[src/rtl/rs_stream_encoder.sv]
// Streaming systematic Reed-Solomon encoder: message beats pass through, then
// RS_PAR_LEN parity symbols follow, ENC_SYM_NUM symbols per beat.
module rs_stream_encoder #(
    parameter int EGF_ORDER      = 8,
    parameter int EGF_PRIM_POLY  = 'h11D,
    parameter int RS_COD_LEN     = 255,
    parameter int RS_PAR_LEN     = 16,
    parameter int ENC_SYM_NUM    = 4,
    parameter int GEN_FIRST_ROOT = 0
) (
    input  logic                               clk,
    input  logic                               rst,
    input  logic                               in_valid,
    output logic                               in_ready,
    input  logic [ENC_SYM_NUM*EGF_ORDER-1:0]   in_data,
    input  logic                               in_last,
    output logic                               out_valid,
    input  logic                               out_ready,
    output logic [ENC_SYM_NUM*EGF_ORDER-1:0]   out_data,
    output logic                               out_parity,
    output logic                               out_last,
    output logic                               err_len
);

    localparam int M         = EGF_ORDER;
    localparam int P         = RS_PAR_LEN;
    localparam int N         = ENC_SYM_NUM;
    localparam int W         = N * M;
    localparam int PW        = P * M;
    localparam int MAX_BEATS = (RS_COD_LEN - RS_PAR_LEN) / ENC_SYM_NUM;
    localparam int PAR_BEATS = RS_PAR_LEN / ENC_SYM_NUM;
    localparam int CNT_MAX   = (MAX_BEATS > PAR_BEATS) ? MAX_BEATS : PAR_BEATS;
    localparam int CNT_W     = $clog2(CNT_MAX + 1);

    localparam logic [M-1:0]     POLY_LO  = M'(EGF_PRIM_POLY);
    localparam logic [CNT_W-1:0] LAST_MSG = CNT_W'(MAX_BEATS - 1);
    localparam logic [CNT_W-1:0] LAST_PAR = CNT_W'(PAR_BEATS - 1);

    function automatic logic [M-1:0] gf_mul(input logic [M-1:0] a, input logic [M-1:0] b);
        logic [M-1:0] acc;
        logic [M-1:0] sh;
        acc = '0;
        sh  = a;
        for (int unsigned i = 0; i < M; i++) begin
            if (b[i]) acc = acc ^ sh;
            sh = sh[M-1] ? ({sh[M-2:0], 1'b0} ^ POLY_LO) : {sh[M-2:0], 1'b0};
        end
        return acc;
    endfunction

    // Product of (x + alpha^r) over all generator roots; coefficient j at slice j.
    function automatic logic [(P+1)*M-1:0] gen_poly();
        logic [(P+1)*M-1:0] g;
        logic [M-1:0]       root;
        g       = '0;
        g[M-1:0] = M'(1);
        root    = M'(1);
        for (int unsigned k = 0; k < GEN_FIRST_ROOT; k++) root = gf_mul(root, M'(2));
        for (int unsigned i = 0; i < P; i++) begin
            for (int unsigned j = P; j > 0; j--)
                g[j*M +: M] = g[(j-1)*M +: M] ^ gf_mul(g[j*M +: M], root);
            g[0 +: M] = gf_mul(g[0 +: M], root);
            root = gf_mul(root, M'(2));
        end
        return g;
    endfunction

    localparam logic [(P+1)*M-1:0] GEN = gen_poly();

    function automatic logic [PW-1:0] lfsr_step(input logic [PW-1:0] p, input logic [M-1:0] sym);
        logic [M-1:0]  fb;
        logic [PW-1:0] r;
        fb = sym ^ p[(P-1)*M +: M];
        r  = p << M;
        for (int unsigned i = 0; i < P; i++)
            r[i*M +: M] = r[i*M +: M] ^ gf_mul(fb, GEN[i*M +: M]);
        return r;
    endfunction

    typedef enum logic {S_MSG, S_PAR} state_t;

    state_t           state_q;
    logic [CNT_W-1:0] cnt_q;
    logic [PW-1:0]    par_q;
    logic [PW-1:0]    par_msg_d;
    logic             out_valid_q;
    logic [W-1:0]     out_data_q;
    logic             out_parity_q;
    logic             out_last_q;
    logic             err_len_q;
    logic             slot_free;

    always_comb begin
        slot_free = !out_valid_q || out_ready;
        in_ready  = (state_q == S_MSG) && slot_free;
        par_msg_d = par_q;
        for (int unsigned l = 0; l < N; l++)
            par_msg_d = lfsr_step(par_msg_d, in_data[(N-1-l)*M +: M]);
    end

    always_ff @(posedge clk) begin
        if (rst) begin
            state_q      <= S_MSG;
            cnt_q        <= '0;
            par_q        <= '0;
            out_valid_q  <= 1'b0;
            out_data_q   <= '0;
            out_parity_q <= 1'b0;
            out_last_q   <= 1'b0;
            err_len_q    <= 1'b0;
        end else begin
            err_len_q <= 1'b0;
            if (slot_free) begin
                case (state_q)
                    S_MSG: begin
                        out_valid_q <= in_valid;
                        if (in_valid) begin
                            out_data_q   <= in_data;
                            out_parity_q <= 1'b0;
                            out_last_q   <= 1'b0;
                            par_q        <= par_msg_d;
                            if (in_last || cnt_q == LAST_MSG) begin
                                err_len_q <= !in_last;
                                state_q   <= S_PAR;
                                cnt_q     <= '0;
                            end else begin
                                cnt_q <= cnt_q + 1'b1;
                            end
                        end
                    end
                    S_PAR: begin
                        // Draining the register empties it, ready for the next codeword.
                        out_valid_q  <= 1'b1;
                        out_data_q   <= par_q[PW-1 -: W];
                        par_q        <= par_q << W;
                        out_parity_q <= 1'b1;
                        out_last_q   <= (cnt_q == LAST_PAR);
                        if (cnt_q == LAST_PAR) begin
                            state_q <= S_MSG;
                            cnt_q   <= '0;
                        end else begin
                            cnt_q <= cnt_q + 1'b1;
                        end
                    end
                endcase
            end
        end
    end

    assign out_valid  = out_valid_q;
    assign out_data   = out_data_q;
    assign out_parity = out_parity_q;
    assign out_last   = out_last_q;
    assign err_len    = err_len_q;

endmodule

[config.mk]
export PLATFORM = sky130hd
export DESIGN_NAME = rs_stream_encoder
export DESIGN_NICKNAME = d
export VERILOG_FILES = /design/src/rtl/rs_stream_encoder.sv
export SDC_FILE = /design/constraint.sdc
export NUM_CORES = 1
export LEC_CHECK = 0
export CAP_MARGIN = 20
export CORE_ASPECT_RATIO = 1.1
export CORE_MARGIN = 1.5
export CORE_UTILIZATION = 50
export CTS_BUF_LIST = sky130_fd_sc_hd__clkbuf_8
export CTS_CLUSTER_DIAMETER = 200
export CTS_CLUSTER_SIZE = 28
export DETAILED_ROUTE_END_ITERATION = 10
export PLACE_DENSITY = 0.68
export SLEW_MARGIN = 0
export SYNTH_ARGS = -nofsm -noshare
export SYNTH_HDL_FRONTEND = slang
export SYNTH_SLANG_ARGS = --single-unit
[constraint.sdc]
create_clock -name clk -period 6.89 [get_ports clk]
set_clock_uncertainty 0.15 [all_clocks]
set_input_delay 1.0335 -clock clk [delete_from_list [all_inputs] [get_ports clk]]
set_output_delay 1.0335 -clock clk [all_outputs]
set_load 0.01 [all_outputs]
* Yosys cells after proc, flatten, opt, wreduce, memory -nomap -nowiden
Index checks and enable logic that the tools add are counted. Widths: inputs -> output; s select.
Operators by class: $add $sub $neg 1, equality and inequality tests 3, multiplexer cells 44, bitwise gates (word level) 220, reductions and logical operators 7
Operators with widths (number):
- $xor 8x8->8 | 188
- $pmux 128 s2 | 1
- $mux 5 | 28
- $mux 128 | 1
- $not 4->4 | 28
- $pmux 32 s2 | 1
- $mux 32 | 1
- $mux 6 | 3
- $pmux 6 s2 | 1
- $pmux 1 s2 | 4
- $add 6x1->6 const B | 1
- $eq 6x2->1 const B | 1
- $eq 6x6->1 const B | 1
- $reduce_or 5->1 | 1
- $mux 1 | 4
- $not 1->1 | 4
- $logic_not 1->1 | 2
- $logic_or 1x1->1 | 2
- $ne 2x2->1 const B | 1
- $reduce_and 2->1 | 1
- $logic_and 1x1->1 | 1
Word-level totals: bits in registers 171, input port bits 37, output and inout bits 37

* Logic depth before layout (Yosys ltp)
word-level depth 58, mapped depth 16

* Least setup slack after synthesis
No wires, ideal clock.
kind input to register, start point input port in_data[26], end point register par_q[111], setup time 0.128 ns, arrival 5.566 ns, required time 6.612 ns, path slack 1.047 ns, stages on the path 13, path through xnor2_4 -> xnor3_2 -> xor3_1 -> xnor3_1 -> xnor3_2 -> xnor3_1 -> buf_4 -> xor2_1 -> xnor3_1 -> xor2_1 -> xnor2_1 -> a222oi_1 -> nor2_1
On the way: cells in the longest elaborated chain, start to end 34, elaborated cells on any way between the ends 72, classes of those cells 18 x mux; 54 x bitwise
RTL lines:
- start: declaration | RTL line 15 | input logic [ENC_SYM_NUM*EGF_ORDER-1:0] in_data,
- $xor 8x8->8 (*) | RTL line 73 | fb = sym ^ p[(P-1)*M +: M];
- branches (longest 30 deep; another with $xor 8x8->8)
- $xor 8x8->8 (*) | RTL line 76 | r[i*M +: M] = r[i*M +: M] ^ gf_mul(fb, GEN[i*M +: M]);
- $mux 128 (*) | RTL line 117 | if (in_valid) begin
- $pmux 128 s2 (*) | RTL line 114 | case (state_q)
- end signal: assignment | RTL line 121 | par_q <= par_msg_d;
- end signal: assignment | RTL line 135 | par_q <= par_q << W;
- end: declaration | RTL line 84 | logic [PW-1:0] par_q;
Every way passes the cells marked *. The select of a mux whose other input is x is not followed. A chain may end at the register's enable or synchronous reset.

* Worst setup path in the final report
start point input port in_data[28], end point register par_q[122]
On the way: cells in the longest elaborated chain, start to end 32, elaborated cells on any way between the ends 81, classes of those cells 21 x mux; 60 x bitwise
RTL lines:
- $xor 8x8->8 (*) | RTL line 73
- $mux 5 or $xor 8x8->8 (tied branches) | RTL line 46, 45
- $xor 8x8->8 or $mux 5 (tied branches) | RTL line 45, 46
- $xor 8x8->8 | RTL line 45 | if (b[i]) acc = acc ^ sh;
- $xor 8x8->8 | RTL line 76
- $xor 8x8->8 | RTL line 73
- $mux 5 or $not 4->4 (tied branches)
- $not 4->4 (no line) or $mux 5 (tied branches)
- [... 16 more ...]
- $not 4->4 (no line) or $mux 5 (tied branches)
- $mux 5 or $not 4->4 (tied branches)
- $xor 8x8->8, or another cell as far along | RTL line 45
- $xor 8x8->8 or $mux 5 (tied branches) | RTL line 45, 46
- $xor 8x8->8 | RTL line 45
- $xor 8x8->8 (*) | RTL line 76
- $mux 128 (*) | RTL line 117
- $pmux 128 s2 (*) | RTL line 114
Mark *: on every way between the ends. The rest lies on a longest branch, timed or not. The select of a mux whose other input is x is not followed.

==> summary.md <==
| Metric | Value |
|---|---|
| Count of different cell masters after synthesis | 38 |
| Library cell with the largest summed area after synthesis | sky130_fd_sc_hd__xnor2_1 |
| Number of global-route vias before repair | between 15,000 and 20,000 |
| Most repeated cell in the gate-level netlist after synthesis | sky130_fd_sc_hd__xnor2_1 |
| Global placer's final weighted congestion | ~1.2 |
| Total iterations of the first detailed-routing run | 10 |
| Mapped Area | between 15,000 and 20,000 um^2 |
| Kind of path behind the tightest hold check | flip-flop to flip-flop |
| Endpoint, Worst Hold | out_last |
| Starting density of the core | 0.509 |
| Crit. End Element | flip-flop |
| Failing checks | negative setup slack |
| DRC violations left | 0 |
| Launch instance of the worst min-delay path | out_last |
| H-Tree Depth | 4 |
| Commonest cells in the netlist | sky130_fd_sc_hd__xnor2_1, sky130_fd_sc_hd__nor2_1, sky130_fd_sc_hd__dfxtp_1 |
| Total track usage | 0.476 |
| Placed Cells incl. Taps | between 2,000 and 2,500 |
| Cell Count, Final, Fillers Out | around 2,500 |
| Portion of the clock cycle consumed by the worst path in the final layout | 1.00 |
| Quantity of hold-fixing buffers added after cts | 0 |
| Critical register-to-register path startpoint | par_q[123] |
| Wire length of the first global-routing pass | approximately 120 mm |
| Overall die width | between 150 and 200 um |
| Number of stages on the worst hold path | 2 |
| Data required time at the worst endpoint | between 7 and 8 ns |
| Clock latency on the worst-skew pair | about 0.56 ns |
| Reg2reg setup slack | 0.50 ns |
| Initial antenna violation count | 1 |
| Highest net fanout along the worst path | 7 |
| Path type of the worst setup path | input pin to flip-flop |
| Overall die area | 36,100 um^2 |
| Filler cells | 3,027 |
| CTS tree | built |
| Total number of clock tree sinks | between 150 and 200 |
| Worst setup slack after layout | -0.0111 ns |
| Run status | finished with violations |
| Pin count of the biggest net entering global routing | ~130 |
| Fraction of synthesized cell area taken by the top area cell type | 0.371 |
| Final setup violation count | 1 |
| # port buffers | 73 |
| Number of placement rows | 71 |
| Proportion of layout cells with a drive suffix above 1 | 0.160 |
| Worst slew pin tran | between 1 and 1.5 ns |
| Top flip-flop cell by instance count after synthesis | sky130_fd_sc_hd__dfxtp_1 |
| Average routed wire per standard cell | approximately 34 um |
| Final net count | ~2,100 |
| GR Overflow Total | 0 |
| Register area share after synthesis | 0.196 |
| Post-cts repair resize count | 0 |
| Overall via count from detail_route | roughly 15,000 |
| Area growth syn-to-layout | 18.4% |
| Worst reg2reg path depth | 13 |
| HPWL Detailed | 67.3 mm |
| Root buffer selected by CTS | sky130_fd_sc_hd__clkbuf_8 |
| Storage element area | 3420 um^2 |
| RSZ-0062 raised after global routing | no |
| Vias per std cell | 6.18 |
| Maximum count of clock buffers along a single path | 2 |
| Number of flops mapped to enable cells by yosys | 0 |
| Largest cells by area after synthesis | sky130_fd_sc_hd__xnor2_1, sky130_fd_sc_hd__dfxtp_1, sky130_fd_sc_hd__xnor3_1 |
| Buffers inserted by post-CTS timing repair | 0 |
| Num CTS Buffers | 17 |
| Height of the die | around 200 um |
| Destination of the worst register-to-register timing path | par_q[122] |
| Maxcap violations | 0 |
| Async SR Flop Fraction | 0 |
| Worst-case headroom to the max-slew limit | 0.172 |
| Final hold violation count | 0 |
| Crit path DAT | approximately 7.2 ns |
| Initial drt markers | approximately 2,400 |
| Total I/O pin count | 74 |
| Slew Limit Fails | 0 |
| Area of the multi-input gates | 13,700 um^2 |
| Count of antenna-violating nets left after detailed routing | 0 |
| Flop and latch count out of synthesis | between 150 and 200 |
| Syn nets | around 1,900 |
| Critical Path Start Type | input pin |
| Final critical path time including I/O delays and setup | approximately 6.9 ns |
| Peak clock frequency supported by timing | ~140 MHz |
| Synth Area per Inst | about 9.6 um^2 |
| Synthesized netlist cell count | 1,813 |
| Number of diodes added for antenna fixing | 0 |
| Total routed wirelength | 85.1 mm |
| Clock slew at reported path FFs | approximately 0.12 ns |
| Yosys warning total | 0 |
| Total core area | 34,300 um^2 |
==> layout make-up <==
class                      instances  area share
clock inverter                    15     0.00847
sequential                       171       0.166
inverter                           1    0.000182
multi-input combinational       1544       0.662
timing repair buffer             315       0.126
clock buffer                      17      0.0113
tap                              438      0.0265
==> placed cells by master (no fill, tap or decap), types with 13 or more instances in the layout <==
cell type	instances
sky130_fd_sc_hd__nor2_1	269
sky130_fd_sc_hd__xor2_1	124
sky130_fd_sc_hd__nor4_1	28
sky130_fd_sc_hd__xnor3_1	93
sky130_fd_sc_hd__o22ai_1	14
sky130_fd_sc_hd__a21oi_1	41
sky130_fd_sc_hd__a222oi_1	66
sky130_fd_sc_hd__a22oi_1	42
sky130_fd_sc_hd__dfxtp_1	170
sky130_fd_sc_hd__xnor2_2	26
sky130_fd_sc_hd__xnor2_1	736
sky130_fd_sc_hd__clkdlybuf4s50_1	71
sky130_fd_sc_hd__nand2_1	13
sky130_fd_sc_hd__clkbuf_8	17
sky130_fd_sc_hd__buf_4	239
==> metrics by stage <==
stage | utilization | setup TNS, ns | setup slack [ns] | hold WS, ns | area (um^2)
after floorplan | - | 0 | 1.05 | 0.311 | 17500
after global placement | 0.590 | -3.83 | -0.407 | 0.295 | 20200
after detailed placement | 0.590 | -2.42 | -0.323 | 0.313 | 20200
after CTS | 0.602 | 0 | 0.237 | 0.328 | 20700
after global routing | 0.603 | 0 | 0.150 | 0.370 | 20700
final | 0.603 | -0.0111 | -0.0111 | 0.326 | 20700
==> kinds of logic (layout without fill, tap and decap cells) <==
group                    count (synthesis)  in the layout  share of synthesized area
XOR/XNOR                              1009           1009                      0.613
AND/OR/NAND/NOR                        333            333                     0.0781
AO/OA/AOI/OAI                          192            192                     0.0839
flip-flops                             171            171                      0.196
buffers and inverters                   98            348                     0.0229
multiplexers                             8              8                    0.00459
adder cells (fa/ha/maj)                  2              2                    0.00143
==> worst max path at each step <==
stage	startpoint	endpoint	depth (start not counted)
4_1_cts	in_data[28]	par_q[122]	14
3_3_place_gp	in_data[25]	par_q[122]	14
6_report	in_data[28]	par_q[122]	14
3_5_place_dp	in_data[28]	par_q[122]	14
2_1_floorplan	in_data[26]	par_q[111]	13
5_1_grt	in_data[28]	par_q[122]	14
==> per-layer routing <==
metal	GRT usage	part of all wire	vias to the layer above	wire, um
met1	0.573	0.36	7429	31000
met2	0.713	0.42	1143	35500
met5	0	0	-	0
met3	0.124	0.12	356	9960
met4	0.406	0.10	0	8620
li1	-	-	6521	-
==> critical path, cell delays in order <==
cell	delay, ns
sky130_fd_sc_hd__clkdlybuf4s50_1	0.53
sky130_fd_sc_hd__xor2_2	0.21
sky130_fd_sc_hd__xnor2_1	0.88
sky130_fd_sc_hd__buf_4	0.27
sky130_fd_sc_hd__xnor3_1	0.56
sky130_fd_sc_hd__xnor2_2	0.22
sky130_fd_sc_hd__xnor2_1	0.83
sky130_fd_sc_hd__xnor3_1	0.80
sky130_fd_sc_hd__xnor2_4	0.33
sky130_fd_sc_hd__buf_4	0.23
sky130_fd_sc_hd__xnor2_1	0.60
sky130_fd_sc_hd__xor2_1	0.22
sky130_fd_sc_hd__xnor2_1	0.34
sky130_fd_sc_hd__o22ai_1	0.11
==> state kept, by name (all words and copies together) (netlist names) <==
| name | count |
|---|---|
| out_parity | 1 |
| par_q | 128 |
| out_last | 1 |
| state_q | 1 |
| out_data | 32 |
| cnt_q | 6 |
| err_len | 1 |
| out_valid | 1 |
Power is left out: the tool's default activity adds up to more than one toggle a clock period on the data nets, which glitch-free logic cannot reach.
